**src/rtl/if_stage_ctrl.sv**
```systemverilog
// Fetch-side controller: owns the PC and the IF/ID register, applies hazard holds,
// bubbles and branch flushes, and keeps saturating stall/flush counters.
module if_stage_ctrl #(
    parameter logic [31:0] RESET_PC  = 32'h0000_0000,
    parameter logic [31:0] NOP_INSTR = 32'h0000_0013
) (
    input  logic        clk_i,
    input  logic        rst_i,
    input  logic        start_i,
    input  logic        PCWrite_i,
    input  logic        stall_i,
    input  logic        flush_i,
    input  logic [31:0] branch_target_i,
    input  logic [31:0] instr_i,
    output logic [31:0] instr_addr_o,
    output logic [31:0] ID_pc_o,
    output logic [31:0] ID_instr_o,
    output logic        ID_valid_o,
    output logic        running_o,
    output logic [31:0] stall_cnt_o,
    output logic [31:0] flush_cnt_o
);

    typedef enum logic {IDLE = 1'b0, RUN = 1'b1} state_t;

    state_t      state;
    state_t      state_nxt;
    logic        running;
    logic        flush_ok;
    logic        pc_hold;

    logic [31:0] pc_p0;
    logic [31:0] id_pc_p1;
    logic [31:0] id_instr_p1;
    logic        vld_p1;
    logic [31:0] stall_cnt;
    logic [31:0] flush_cnt;

    function automatic logic [31:0] sat_inc(input logic [31:0] v);
        return (v == 32'hFFFF_FFFF) ? v : v + 32'd1;
    endfunction

    always_ff @(posedge clk_i) begin
        if (!rst_i) state <= IDLE;
        else        state <= state_nxt;
    end

    // Only reset leaves RUN; start is a one-shot launch from IDLE.
    always_comb begin
        state_nxt = state;
        if (state == IDLE && start_i) state_nxt = RUN;
    end

    always_comb begin
        running = (state == RUN);
    end

    assign flush_ok = flush_i & ~stall_i;
    assign pc_hold  = stall_i | ~PCWrite_i;

    // PC (p0) -> IF/ID (p1); a stall holds both and blocks a same-cycle flush.
    always_ff @(posedge clk_i) begin
        if (!rst_i) begin
            pc_p0       <= RESET_PC;
            id_pc_p1    <= 32'h0;
            id_instr_p1 <= NOP_INSTR;
            vld_p1      <= 1'b0;
            stall_cnt   <= 32'h0;
            flush_cnt   <= 32'h0;
        end else if (running) begin
            if (flush_ok) begin
                pc_p0       <= {branch_target_i[31:2], 2'b00};
                id_pc_p1    <= pc_p0;
                id_instr_p1 <= NOP_INSTR;
                vld_p1      <= 1'b0;
                flush_cnt   <= sat_inc(flush_cnt);
            end else if (stall_i) begin
                stall_cnt   <= sat_inc(stall_cnt);
            end else if (pc_hold) begin
                id_pc_p1    <= pc_p0;
                id_instr_p1 <= NOP_INSTR;
                vld_p1      <= 1'b0;
            end else begin
                pc_p0       <= pc_p0 + 32'd4;
                id_pc_p1    <= pc_p0;
                id_instr_p1 <= instr_i;
                vld_p1      <= 1'b1;
            end
        end
    end

    assign instr_addr_o = pc_p0;
    assign ID_pc_o      = id_pc_p1;
    assign ID_instr_o   = id_instr_p1;
    assign ID_valid_o   = vld_p1;
    assign running_o    = running;
    assign stall_cnt_o  = stall_cnt;
    assign flush_cnt_o  = flush_cnt;

endmodule

```
**config.mk**
```make
export PLATFORM = sky130hd
export DESIGN_NAME = if_stage_ctrl
export DESIGN_NICKNAME = d
export VERILOG_FILES = /design/src/rtl/if_stage_ctrl.sv
export SDC_FILE = /design/constraint.sdc
export NUM_CORES = 1
export LEC_CHECK = 0
export CORE_ASPECT_RATIO = 1.2
export CORE_MARGIN = 5
export CORE_UTILIZATION = 51
export DETAILED_ROUTE_END_ITERATION = 7
export PLACE_DENSITY_LB_ADDON = 0.05
export SLEW_MARGIN = 0
export SYNTH_ARGS = -nofsm -noshare
export SYNTH_HDL_FRONTEND = slang
export SYNTH_SLANG_ARGS = --single-unit
```
**constraint.sdc**
```tcl
create_clock -name clk_i -period 3.9 [get_ports clk_i]
set_input_delay 0.78 -clock clk_i [delete_from_list [all_inputs] [get_ports clk_i]]
set_output_delay 0.78 -clock clk_i [all_outputs]
set_load 0.05 [all_outputs]
```
==> results of run 1 <==
-- cells in the mapped netlist (12+ instances only) --
library cell | n | area share
dfxtp_1 | 158 | 0.42
nand2_1 | 143 | 0.072
a21oi_1 | 88 | 0.059
nor2_1 | 85 | 0.043
clkbuf_1 | 49 | 0.025
nand3_1 | 43 | 0.029
o21ai_0 | 41 | 0.028
a22oi_1 | 37 | 0.037
nand4_1 | 27 | 0.023
or3_1 | 24 | 0.020
xnor2_1 | 17 | 0.020
and4_1 | 15 | 0.018
nor4_1 | 13 | 0.011
o31ai_1 | 13 | 0.013
a31oi_1 | 12 | 0.010
and3_1 | 12 | 0.010
mux2i_1 | 12 | 0.016
-- power by group --
group / total, mW / switching, mW / internal (mW)
clock: 1.53 / 0.713 / 0.820
sequential: 1.67 / 0.0333 / 1.64
combinational: 0.391 / 0.238 / 0.153
-- routing by layer --
metal  part of all wire  track usage  up-vias
met5                  0            0        -
met4              0.022       0.0901        0
met3              0.074       0.0732       38
met2               0.48        0.420      280
met1               0.43        0.324     3599
li1                   -            -     3784
-- cells by family after synthesis --
| group | share of synthesized area |
|---|---|
| multiplexers | 0.0176 |
| adder cells (fa/ha/maj) | 0.00504 |
| XOR/XNOR | 0.0200 |
| buffers and inverters | 0.0459 |
| AND/OR/NAND/NOR | 0.287 |
| flip-flops | 0.425 |
| other | 0.000504 |
| AO/OA/AOI/OAI | 0.199 |
-- layout make-up --
cell class | count | area (sq um)
Antenna cell | 1 | 2.50
Clock buffer | 17 | 425
Clock inverter | 15 | 114
Fill cell | 1207 | 4070
Inverter | 5 | 21.3
Multi-Input combinational cell | 701 | 3980
Sequential cell | 158 | 3160
Tap cell | 175 | 219
Timing Repair Buffer | 238 | 2360
-- through the flow --
stage | power, mW | hold WS (ns) | cell area (sq um) | cells
floorplan | 1.93 | 0.675 | 7460 | 935
global placement | 2.10 | 0.441 | 9750 | 1277
detailed placement | 2.10 | 0.445 | 9750 | 1277
CTS | 3.63 | 0.455 | 10300 | 1309
global route | 3.73 | 0.472 | 10300 | 1310
finish | 3.60 | 0.454 | 10300 | 1310
-- worst min-delay path by stage --
stage / start / endpoint / slack [ns] / cells past startpoint
after floorplan: ID_pc_o[10]$_SDFFE_PN0P_ / ID_pc_o[10]$_SDFFE_PN0P_ / 0.68 / 2
after detailed placement: ID_pc_o[16]$_SDFFE_PN0P_ / ID_pc_o[16]$_SDFFE_PN0P_ / 0.45 / 2
after global placement: ID_pc_o[24]$_SDFFE_PN0P_ / ID_pc_o[24]$_SDFFE_PN0P_ / 0.44 / 2
final: ID_pc_o[16]$_SDFFE_PN0P_ / ID_pc_o[16]$_SDFFE_PN0P_ / 0.45 / 2
after CTS: ID_pc_o[16]$_SDFFE_PN0P_ / ID_pc_o[16]$_SDFFE_PN0P_ / 0.45 / 2
after global routing: ID_pc_o[15]$_SDFFE_PN0P_ / ID_pc_o[15]$_SDFFE_PN0P_ / 0.47 / 2
-- flip-flops by register name (all words and copies together), names as in the netlist --
register / cells
ID_instr_o: 32
flush_cnt_o: 32
stall_cnt_o: 32
ID_pc_o: 30
instr_addr_o: 30
ID_valid_o: 1
running_o: 1
==> impl_results.md, run 1 <==
- Status: complete, no violations
- Worst Tran Pin Value: 1.10 ns
- Crit path to: running_o
- Slew Viols, Final: 0
- Req. time, crit path: 3.12 ns
- Inserted Clock Buffers: 17
- Initial core utilization: 0.519
- Setup Buffers After CTS: 0
- Drt pass-1 iters: 5
- Worst setup path start: running_o$_SDFFE_PN0P_
- Dpl hpwl: 15500 microns
- WP data arrival: 1.97 ns
- CORE AREA: 0.0144 sq mm
- FP Rows: 48
- Final setup violation count: 0
- Initial DRC Count: 600
- RePlAce Congestion: 0.821
- Routed vias: 7701
- CTS Hold Bufs: 0
- Worst r2r path cells: 6
- DRC violations left: 0
- Final Cycle Share: 0.706
- Worst path depth: 1
- Leakage: 3.33 nW
- Most common cell after layout, fill and taps aside: clkdlybuf4s50_1
- I/O Buffers: 225
- Worst Setup End Kind: primary output
- Ys flop type: dfxtp_1
- Initial antenna violation count: 1
- Max Freq: 363 MHz
- Clk Latency, worst-skew pair: 0.43 ns
- PnR worst setup slack: 1.15 ns
- CP Cell Sequence: clkdlybuf4s50_1
- Type of origin of the critical path: flop
- CTS Root Cell: clkbuf_16
- CTS tree: yes
- Total track usage: 0.256
- Synth Instances: 932
- Post-synth ARST share: 0
- Synth-to-layout area growth: 38.2%
- Unique masters post-synth: 67
- # IOs: 232
- CTS HTree Levels: 4
- Number of global-route vias before repair: 7113
- WP buf/inv: 1
- Final ANT Viol Nets: 0
- Clock Path Buffers: 2
- Setup WS pre-CTS: 0.785 ns
- Synthesized area: 0.00745 sq mm
- Die height: 142 microns
- Crit Path Class: reg2out
- Post-DR wirelength/cell: 17.0 microns
- TritonCTS Sinks: 158
- Total grt overflow: 0
- Setup tns final: 0 ns
- Clk_skew: 0.00860 ns
- Total Routed Length: 22300 microns
- Crit Path Max Fanout: 11
- Final nets: 1194
- Synth warn: 0
- Fraction of layout instances using a drive strength above 1: 0.0573
- Hold Path Class: reg2reg
- Slew HR: 0.253
- Reg-to-reg setup timing slack: 1.33 ns
- Slowest stage cell, crit path: clkdlybuf4s50_1
- Vias/cell: 5.88
- Clock transition at path regs: 0.07 ns
- Flops & latches, synth: 158
- Die X: 120 microns
- Crit path max-delay family: buffers and inverters
- Max-Cap Viols: 0
- First-pass GRT wire length: 36200 microns
- Max IR drop VDD: 225 uV
- Fin crit period: 2.75 ns
- FF-to-FF End: flush_cnt_o[28]$_SDFFE_PN0P_
- Max stage delay on crit path: 0.93 ns
- Commonest cells after routing, fill and taps aside: clkdlybuf4s50_1, dfxtp_1, nand2_1, a21oi_1, nor2_1
- Post-synth EDFFs: 0
- Endpoints failing hold: 0
- Unrepaired setup endpoints after global routing: false
- # resized after CTS: 0
- Post-Synthesis Mean Instance Area: 7.99 sq um
- Sequential element share of the synthesized area: 0.425
- Largest net degree at the start of global routing: 61
- Post-layout util: 0.717
- Worst R2R Start: flush_cnt_o[0]$_SDFFE_PN0P_
- Die Area: 0.0171 sq mm
- Pwr/cell area: 350 mW/mm^2
No activity file was read; power rests on OpenSTA's default activity.
==> inputs of run 2 (changes only) <==
- CORE_UTILIZATION: 51 -> 47
- clock period: 3.9 -> 2.7 ns (I/O delays scaled with it)
==> impl_results.md, run 2 (synthesis results as in run 1) <==
- Endpoints failing hold: 0 (unchanged)
- Vias/cell: 5.67 (was 5.88)
- Max-Cap Viols: 0 (unchanged)
- Final ANT Viol Nets: 0 (unchanged)
- First-pass GRT wire length: 37000 microns (was 36200 microns)
- FP Rows: 50 (was 48)
- Largest net degree at the start of global routing: 61 (unchanged)
- Die X: 125 microns (was 120 microns)
- ANT cells: 0 (was 1)
- Crit path max-delay family: buffers and inverters (unchanged)
- CTS HTree Levels: 4 (unchanged)
- Max stage delay on crit path: 0.91 ns (was 0.93 ns)
- Worst Tran Pin Value: 0.728 ns (was 1.10 ns)
- FILL cells: 1330 (was 1207)
- Hold Path Class: reg2reg (unchanged)
- Routed vias: 7774 (was 7701)
- Type of origin of the critical path: flop (unchanged)
- Cell Count Post-Placement: 1339 (was 1277)
- Final Cycle Share: 0.899
- Setup WS pre-CTS: 0.0239 ns (was 0.785 ns)
- Slowest stage cell, crit path: clkdlybuf4s50_1 (unchanged)
- Number of global-route vias before repair: 7289 (was 7113)
- RePlAce Congestion: 0.832 (was 0.821)
- Inserted Clock Buffers: 17 (unchanged)
- Fin crit period: 2.43 ns
- Die Area: 0.0185 sq mm (was 0.0171 sq mm)
- Leakage: 3.54 nW (was 3.33 nW)
- CTS tree: yes (unchanged)
- WP buf/inv: 1 (unchanged)
- DRC violations left: 0 (unchanged)
- Setup tns final: 0 ns (unchanged)
- CORE AREA: 0.0156 sq mm (was 0.0144 sq mm)
- Worst R2R Start: instr_addr_o[2]$_SDFFE_PN0P_ (was flush_cnt_o[0]$_SDFFE_PN0P_)
- Most common cell after layout, fill and taps aside: clkdlybuf4s50_1 (unchanged)
- Reg-to-reg setup timing slack: 0.45 ns (was 1.33 ns)
- Register Area: 0.00316 sq mm (unchanged)
- Synth-to-layout area growth: 43.3% (was 38.2%)
- Clk Latency, worst-skew pair: 0.43 ns (about the same)
- Max Freq: 412 MHz
- Initial DRC Count: 511 (was 600)
- Status: complete, no violations (unchanged)
- Max IR drop VDD: 387 uV (was 225 uV)
- Clk_skew: 0.0115 ns (was 0.00860 ns)
- Clock transition at path regs: 0.07 ns (about the same)
- Total track usage: 0.241 (was 0.256)
- CTS Root Cell: clkbuf_16 (unchanged)
- Post-DR wirelength/cell: 16.7 microns (was 17.0 microns)
- Power Total: 5.55 mW (was 3.60 mW)
- Drt pass-1 iters: 5 (unchanged)
- Crit Path Max Fanout: 7 (was 11)
- Setup Buffers After CTS: 0 (unchanged)
- Hold Startpoint: ID_pc_o[21]$_SDFFE_PN0P_ (was ID_pc_o[16]$_SDFFE_PN0P_)
- Total Routed Length: 22900 microns (was 22300 microns)
- Clock Path Buffers: 2 (unchanged)
- I/O Buffers: 225 (unchanged)
- Hold Path Cell Cnt: 2 (unchanged)
- Slew Viols, Final: 0 (unchanged)
- Slew HR: 0.510 (was 0.253)
- Worst Setup End Kind: primary output (unchanged)
- Layout Cells excl Fill: 1371 (was 1310)
- TritonCTS Sinks: 158 (unchanged)
- Hold Path End: ID_pc_o[21]$_SDFFE_PN0P_ (was ID_pc_o[16]$_SDFFE_PN0P_)
- Pwr/cell area: 520 mW/mm^2 (was 350 mW/mm^2)
- Final nets: 1223 (was 1194)
- Die height: 148 microns (was 142 microns)
- Initial core utilization: 0.478 (was 0.519)
- CTS Hold Bufs: 0 (unchanged)
- Unrepaired setup endpoints after global routing: false (unchanged)
- CP Cell Sequence: clkdlybuf4s50_1 (unchanged)
- Final setup violation count: 0 (unchanged)
- Req. time, crit path: 2.16 ns (was 3.12 ns)
- Crit Path Class: reg2out (unchanged)
- Multi-input gate area: 0.00398 sq mm (unchanged)
- # resized after CTS: 0 (unchanged)
- PnR worst setup slack: 0.274 ns (was 1.15 ns)
- WP data arrival: 1.89 ns (was 1.97 ns)
- Worst path depth: 1 (unchanged)
- Worst r2r path cells: 6 (unchanged)
- # IOs: 232 (unchanged)
- Dpl hpwl: 16300 microns (was 15500 microns)
- Initial antenna violation count: 0 (was 1)
- FF-to-FF End: instr_addr_o[28]$_SDFFE_PN0P_ (was flush_cnt_o[28]$_SDFFE_PN0P_)
- Total grt overflow: 0 (unchanged)
- Fraction of layout instances using a drive strength above 1: 0.0808 (was 0.0573)
- Commonest cells after routing, fill and taps aside: clkdlybuf4s50_1, dfxtp_1, nand2_1, a21oi_1, nor2_1 (unchanged)
==> run 2: changes by cell type in the layout (fill, tap and decap cells not counted) <==
cell / before / now
buf_4: 12 / 38
clkinvlp_4: 5 / 0
buf_12: 1 / 4
bufinv_16: 0 / 3
inv_8: 0 / 3
clkinv_2: 3 / 1
clkinv_4: 2 / 4
diode_2: 1 / 0
inv_6: 5 / 4
==> run 2: cell type report <==
| type | count | area share |
|---|---|---|
| clock inverters | 15 | 0.0187 |
| repair buffers | 267 | 0.245 |
| clock buffers | 17 | 0.0399 |
| multi-input cells | 701 | 0.373 |
| flip-flops and latches | 158 | 0.297 |
| inverters | 5 | 0.00199 |
| well taps | 208 | 0.0244 |
==> run 2: worst max-delay path by stage <==
stage,start,to,slack (ns)
finish,running_o$_SDFFE_PN0P_,running_o,0.27
global route,running_o$_SDFFE_PN0P_,running_o,0.23
CTS,running_o$_SDFFE_PN0P_,running_o,0.24
detailed placement,stall_i,flush_cnt_o[27]$_SDFFE_PN0P_,0.02
global placement,stall_i,flush_cnt_o[27]$_SDFFE_PN0P_,0.05
floorplan,stall_cnt_o[10]$_SDFFE_PN0P_,stall_cnt_o[22]$_SDFFE_PN0P_,0.34
==> run 2: metrics by stage <==
step / utilization / hold slack [ns] / cell area [sq um]
6_report: 0.685 / 0.453 / 10700
3_5_place_dp: 0.645 / 0.446 / 10000
3_3_place_gp: 0.645 / 0.441 / 10000
5_1_grt: 0.685 / 0.472 / 10700
4_1_cts: 0.685 / 0.455 / 10700
2_1_floorplan: - / 0.656 / 7460
==> run 2: power breakdown <==
part,switching (mW),internal (mW),total (mW)
combinational,0.349,0.235,0.584
clock,1.06,1.49,2.55
sequential,0.0477,2.37,2.42
==> run 2: metal layers <==
metal	GRT usage	wire length, microns
met1	0.305	9930
met2	0.402	11000
met3	0.0553	1420
met4	0.0911	540
met5	0	0
